`config.mk`:
```
export PLATFORM = sky130hd
export DESIGN_NAME = adder_share_sched_flat
export DESIGN_NICKNAME = d
export VERILOG_FILES = /design/src/rtl/add_sched_pkg.sv /design/src/rtl/adder_share_sched_if.sv /design/src/rtl/add_w.sv /design/src/rtl/fulladder.sv /design/src/rtl/adder_share_sched.sv /design/src/flat_wrapper.sv
export SDC_FILE = /design/constraint.sdc
export NUM_CORES = 1
export LEC_CHECK = 0
export CORE_MARGIN = 1.5
export CORE_UTILIZATION = 49
export DETAILED_ROUTE_END_ITERATION = 16
export PLACE_DENSITY = 0.86
export SLEW_MARGIN = 20
export SYNTH_ARGS = -nofsm -noshare
export SYNTH_HDL_FRONTEND = slang
export SYNTH_HIERARCHICAL = 1
export SYNTH_SLANG_ARGS = --single-unit
```
`constraint.sdc`:
```
create_clock -name clk -period 15.4 [get_ports clk]
set_input_delay 3.85 -clock clk [delete_from_list [all_inputs] [get_ports clk]]
set_output_delay 3.85 -clock clk [all_outputs]
set_load 0.02 [all_outputs]
```
`src/rtl/add_sched_pkg.sv`:
```
// Shared types and helpers for the shared-adder scheduler.
package add_sched_pkg;
  typedef enum logic [1:0] {IDLE, LO, HI, RESP} state_t;

  localparam int W_DEF    = 16;
  localparam int NREQ_MAX = 8;

  function automatic int next_rr(input int ptr, input int n);
    return (ptr + 1 >= n) ? 0 : ptr + 1;
  endfunction
endpackage

```
`src/rtl/adder_share_sched_if.sv`:
```
// Request/response bundle between the requesters and the shared-adder scheduler.
interface adder_share_sched_if #(
  parameter int NREQ = 2,
  parameter int W    = 16,
  parameter int IDW  = 3
);
  logic [NREQ-1:0]       req_valid;
  logic [NREQ-1:0]       req_ready;
  logic [NREQ-1:0]       req_wide;
  logic [NREQ*2*W-1:0]   req_a;
  logic [NREQ*2*W-1:0]   req_b;
  logic [NREQ-1:0]       req_cin;
  logic                  rsp_valid;
  logic                  rsp_ready;
  logic [IDW-1:0]        rsp_id;
  logic [2*W-1:0]        rsp_sum;
  logic                  rsp_carry;

  modport slave (
    input  req_valid, req_wide, req_a, req_b, req_cin, rsp_ready,
    output req_ready, rsp_valid, rsp_id, rsp_sum, rsp_carry
  );

  modport master (
    output req_valid, req_wide, req_a, req_b, req_cin, rsp_ready,
    input  req_ready, rsp_valid, rsp_id, rsp_sum, rsp_carry
  );
endinterface

```
`src/rtl/add_w.sv`:
```
// W-bit combinational ripple-carry adder built from fulladder cells.
module add_w #(
  parameter int W = 16
) (
  input  logic [W-1:0] a,
  input  logic [W-1:0] b,
  input  logic         cin,
  output logic [W-1:0] sum,
  output logic         carry
);
  logic [W:0] c;

  assign c[0] = cin;

  for (genvar i = 0; i < W; i++) begin : g_bit
    fulladder u_fa (
      .a  (a[i]),
      .b  (b[i]),
      .ci (c[i]),
      .s  (sum[i]),
      .co (c[i+1])
    );
  end

  assign carry = c[W];
endmodule

```
`src/rtl/fulladder.sv`:
```
// One-bit full adder cell used to build the ripple chain.
module fulladder (
  input  logic a,
  input  logic b,
  input  logic ci,
  output logic s,
  output logic co
);
  assign s  = a ^ b ^ ci;
  assign co = (a & b) | (ci & (a ^ b));
endmodule

```
`src/rtl/adder_share_sched.sv`:
```
// Round-robin scheduler time-sharing one W-bit adder; wide ops take a low then a high pass.
module adder_share_sched
  import add_sched_pkg::*;
#(
  parameter int NREQ = 2,
  parameter int W    = W_DEF,
  parameter int IDW  = 3
) (
  input  logic                clk,
  input  logic                reset,
  adder_share_sched_if.slave  bus
);
  localparam int DW = 2 * W;

  state_t         state, state_nx;
  logic [IDW-1:0] rr_ptr, id_q;
  logic [DW-1:0]  a_q, b_q;
  logic           cin_q, wide_q;
  logic [W-1:0]   sum_lo, sum_hi;
  logic           c_lo, c_hi;

  logic           gnt_vld;
  logic [IDW-1:0] gnt_id;
  logic [DW-1:0]  sel_a, sel_b;
  logic           sel_cin, sel_wide;

  logic [W-1:0]   add_a, add_b, add_s;
  logic           add_ci, add_co;

  // Rotate the valid vector so the search always starts at rr_ptr.
  logic [2*NREQ-1:0] vv, vrot;
  assign vv   = {bus.req_valid, bus.req_valid};
  assign vrot = vv >> rr_ptr;

  always_comb begin
    gnt_vld = 1'b0;
    gnt_id  = '0;
    for (int k = 0; k < NREQ; k++) begin
      if (!gnt_vld && vrot[k]) begin
        gnt_vld = 1'b1;
        gnt_id  = IDW'((int'(rr_ptr) + k) % NREQ);
      end
    end
  end

  always_comb begin
    sel_a         = '0;
    sel_b         = '0;
    sel_cin       = 1'b0;
    sel_wide      = 1'b0;
    bus.req_ready = '0;
    for (int i = 0; i < NREQ; i++) begin
      if (gnt_id == IDW'(i)) begin
        sel_a    = bus.req_a[i*DW +: DW];
        sel_b    = bus.req_b[i*DW +: DW];
        sel_cin  = bus.req_cin[i];
        sel_wide = bus.req_wide[i];
        bus.req_ready[i] = (state == IDLE) && gnt_vld && !reset;
      end
    end
  end

  // Single adder instance; the high pass chains through the latched low carry.
  assign add_a  = (state == HI) ? a_q[DW-1:W] : a_q[W-1:0];
  assign add_b  = (state == HI) ? b_q[DW-1:W] : b_q[W-1:0];
  assign add_ci = (state == HI) ? c_lo        : cin_q;

  add_w #(.W(W)) u_add (
    .a     (add_a),
    .b     (add_b),
    .cin   (add_ci),
    .sum   (add_s),
    .carry (add_co)
  );

  always_ff @(posedge clk) begin
    if (reset) state <= IDLE;
    else       state <= state_nx;
  end

  always_comb begin
    state_nx = state;
    unique case (state)
      IDLE:    if (gnt_vld) state_nx = LO;
      LO:      state_nx = wide_q ? HI : RESP;
      HI:      state_nx = RESP;
      RESP:    if (bus.rsp_ready) state_nx = IDLE;
      default: state_nx = IDLE;
    endcase
  end

  always_ff @(posedge clk) begin
    if (reset) begin
      rr_ptr <= '0;
      id_q   <= '0;
      a_q    <= '0;
      b_q    <= '0;
      cin_q  <= 1'b0;
      wide_q <= 1'b0;
      sum_lo <= '0;
      sum_hi <= '0;
      c_lo   <= 1'b0;
      c_hi   <= 1'b0;
    end else begin
      case (state)
        IDLE: if (gnt_vld) begin
          a_q    <= sel_a;
          b_q    <= sel_b;
          cin_q  <= sel_cin;
          wide_q <= sel_wide;
          id_q   <= gnt_id;
        end
        LO: begin
          sum_lo <= add_s;
          c_lo   <= add_co;
        end
        HI: begin
          sum_hi <= add_s;
          c_hi   <= add_co;
        end
        RESP: if (bus.rsp_ready) rr_ptr <= IDW'(next_rr(int'(id_q), NREQ));
        default: ;
      endcase
    end
  end

  assign bus.rsp_valid = (state == RESP);
  assign bus.rsp_id    = id_q;
  assign bus.rsp_sum   = wide_q ? {sum_hi, sum_lo} : {{W{1'b0}}, sum_lo};
  assign bus.rsp_carry = wide_q ? c_hi : c_lo;
endmodule

```
`src/flat_wrapper.sv`:
```
// flat-port wrapper written by rule: the top's interface ports become plain ports
module adder_share_sched_flat import add_sched_pkg::*;
#(
  parameter int NREQ = 2,
  parameter int W    = W_DEF,
  parameter int IDW  = 3
)
  (clk, reset, bus_req_valid, bus_req_wide, bus_req_a, bus_req_b, bus_req_cin, bus_rsp_ready, bus_req_ready, bus_rsp_valid, bus_rsp_id, bus_rsp_sum, bus_rsp_carry);
  adder_share_sched_if #(.NREQ(NREQ), .W(W), .IDW(IDW)) bus_i ();
  input  logic clk;
  input  logic reset;
  input wire logic [$bits(bus_i.req_valid)-1:0] bus_req_valid;
  input wire logic [$bits(bus_i.req_wide)-1:0] bus_req_wide;
  input wire logic [$bits(bus_i.req_a)-1:0] bus_req_a;
  input wire logic [$bits(bus_i.req_b)-1:0] bus_req_b;
  input wire logic [$bits(bus_i.req_cin)-1:0] bus_req_cin;
  input wire logic [$bits(bus_i.rsp_ready)-1:0] bus_rsp_ready;
  output wire logic [$bits(bus_i.req_ready)-1:0] bus_req_ready;
  output wire logic [$bits(bus_i.rsp_valid)-1:0] bus_rsp_valid;
  output wire logic [$bits(bus_i.rsp_id)-1:0] bus_rsp_id;
  output wire logic [$bits(bus_i.rsp_sum)-1:0] bus_rsp_sum;
  output wire logic [$bits(bus_i.rsp_carry)-1:0] bus_rsp_carry;
  assign bus_i.req_valid = bus_req_valid;
  assign bus_i.req_wide = bus_req_wide;
  assign bus_i.req_a = bus_req_a;
  assign bus_i.req_b = bus_req_b;
  assign bus_i.req_cin = bus_req_cin;
  assign bus_i.rsp_ready = bus_rsp_ready;
  assign bus_req_ready = bus_i.req_ready;
  assign bus_rsp_valid = bus_i.rsp_valid;
  assign bus_rsp_id = bus_i.rsp_id;
  assign bus_rsp_sum = bus_i.rsp_sum;
  assign bus_rsp_carry = bus_i.rsp_carry;
  adder_share_sched #(.NREQ(NREQ), .W(W), .IDW(IDW)) u_core (.clk(clk), .reset(reset), .bus(bus_i));
endmodule
```
==> out/metrics.cfg <==
[logic_synthesis]
yosys_warnings=6
yosysTopAreaCellShare_pct=41.01
synth_cell_types=29
synth_top_family_by_area=simple AND/OR/NAND/NOR gates
yosys-top-cells-area=dfxtp_1 (41%), a221o_1 (13%), mux2_2 (7.3%)
synthCells=520
synthAdderAreaFrac_pct=7.541
synth-seq-cells=104
synth_edf_count=0
synthSimpleGateAreaFrac_pct=17.27
synth.area.mux_share_pct=14.64
syn_avg_cell_area_um2=9.764
synth.most_common_cell=dfxtp_1
synthArstFlopShare_pct=0
synth.cell_area_mm2=0.005077
yosysSeqAreaShare_pct=41.01
yosys.area.top_type=dfxtp_1
synthXorXnorAreaFrac_pct=0
synth-compound-area-share_pct=14.07
dominantRegCellSynth=dfxtp_1
synthTopCellsByCount=dfxtp_1 (104), nand2_1 (67), a221o_1 (66), nor3_1 (66)

[floorplanning]
start_util_pct=51.24
io_pins=176
rows=36
dieArea_mm2=0.01098
die_w_um=104.8
core_area_mm2=0.009910
dieHeight_um=104.8

[routing]
dr.pass1.iters=5
drcViolationCount=0
vias_per_cell=5.656
ant_nets=0
wirelength_um=14170
wl_per_cell_um=17.80
drt_iter0_markers=288
dr_total_vias=4502

[critical_path]
crit_fanout=40
r2r-start=u_core/state[0]
r2r-end=u_core/sum_hi[15]
cp.required_ps=11550
reg2reg_slack_ps=6930
endpoint_kind=output port
start_kind=input pin
worstSetupPathType=in2out
r2r_cells=21
crit_arrival_ps=6530

[timing]
rsz0062_at_grt=no
slew_violations=0
finalHoldWorstSlack_ps=494.1
final-setup-viol-count=0
period_share_pct=67.43
slew_headroom_pct=26.47
finalHoldViolCount=0
clock-skew-final_ps=8.708
setup_tns_ps=0
min_period_ps=10380
max_freq_mhz=96.29
tightest_slew_ps=1103

[clock_tree]
cts_tree=built
htree_levels=3
clkTransAtPathRegs_ps=90
cts_resized=0
clock-sinks=104
insertion_delay_ps=360
cts_root_buffer=clkbuf_8
numCtsBuffers=9
cts.path.max_buffers=2
hold_buffers=0
post-cts-setup-buffers=0

[global_route]
grt_max_degree=71
overflow=0
antenna_found_initial=1
grt_pass1_wl_um=22340
grt_usage_pct=25.93
grt_pass1_vias=4405

[job]
max_cap_violations=0

[worst_hold_path]
worstHoldStart=u_core/b_q[24]
holdPathStages=1
min_to=u_core/b_q[24]
hold_class=reg2reg

[pwr]
power.share.clock_pct=16.6
p_sw_share_pct=36.07
p_seq_share_pct=40.8
internal_power_mw=0.6120
power_density_mw_per_mm2=137.3
peakVddDrop_mv=0.06236
switchingPower_mw=0.3452
pwr-share-comb_pct=42.6
p_leak_nw=2.705

[placed_design]
place_congestion=0.8764
post_dp_cell_area_mm2=0.006793
port_buffers=173
dp_hpwl_um=10520

[finish]
fin_area_mm2=0.006970
fin_nets=817
final_layout_size_suffix_gt1_share_pct=8.912
syn_to_final_growth_pct=37.28

[run_status]
status=finished clean

-- worst max path at each step --
stage	depth (start not counted)	end	startpoint
final	6	bus_req_ready[1]	reset
after detailed placement	6	bus_req_ready[1]	reset
after floorplan	4	bus_req_ready[1]	reset
after global routing	6	bus_req_ready[1]	reset
after CTS	6	bus_req_ready[1]	reset
after global placement	6	bus_req_ready[1]	reset
-- critical path, stage by stage --
cell and delay (ps):
clkdlybuf4s50_1 450, buf_4 360, nand2b_2 710, buf_4 450, nor3b_1 110, clkdlybuf4s50_1 570
-- layout make-up --
| class | count | area, um^2 |
|---|---|---|
| antenna | 1 | 2.502 |
| clock inverter | 4 | 47.55 |
| timing repair buffer | 180 | 1779 |
| multi-input combinational | 360 | 2750 |
| sequential | 104 | 2082 |
| clock buffer | 10 | 127.6 |
| tap | 133 | 166.4 |
| fill | 762 | 2939 |
| inverter | 4 | 15.01 |
-- sequential cells by signal (all words and copies together), names as in the netlist --
name and flops:
u_core/cin_q 1, u_core/sum_lo 16, u_core/bus.rsp_id 1, u_core/b_q 32
u_core/a_q 32, u_core/state 2, u_core/c_hi 1, u_core/sum_hi 16
u_core/c_lo 1, u_core/rr_ptr 1, u_core/wide_q 1
-- power groups by stage --
stage	Sequential [mW]	Clock, mW	Combinational, mW
floorplan	0.390	0	0.259
global placement	0.393	0	0.388
detailed placement	0.395	0	0.404
finish	0.391	0.159	0.408
CTS	0.390	0.161	0.405
global route	0.398	0.171	0.439
-- cell usage in the layout (no fill, tap or decap), types with 16 or more instances in the layout --
cell type        Yosys  final
clkdlybuf4s50_1      0    172
dfxtp_1            104    104
nand2_1             67     67
nor3_1              66     66
a221o_1             66     66
mux2i_1             36     36
nor2_1              36     36
mux2_2              33     33
and2_1              16     16
fa_1                16     16
-- metrics by stage --
stage	setup slack, ps	power (mW)	cells	util (%)
floorplan	6708	0.6496	521	-
global placement	5088	0.7806	781	68.55
detailed placement	5025	0.7987	781	68.55
CTS	5022	0.9558	795	70.32
global route	4877	1.008	796	70.34
finish	5015	0.9572	796	70.34
-- routing by layer --
layer	share of wire, %	vias up	global-route usage [%]	routed length (um)
met4	3.0	0	9.883	431
met2	45	243	39.73	6328
met1	44	2087	36.47	6246
met5	0	-	0	0
li1	-	2145	-	-
met3	8.2	27	4.492	1162
-- cell families (layout without fill, tap and decap cells) --
logic type / count (synthesis) / in the layout
flops: 104 / 104
mux: 70 / 70
simple gates: 194 / 194
fa+ha+maj: 21 / 21
compound gates: 73 / 73
other cells: 1 / 3
buf+inv: 57 / 198
Power figures use the tool's default switching activity.
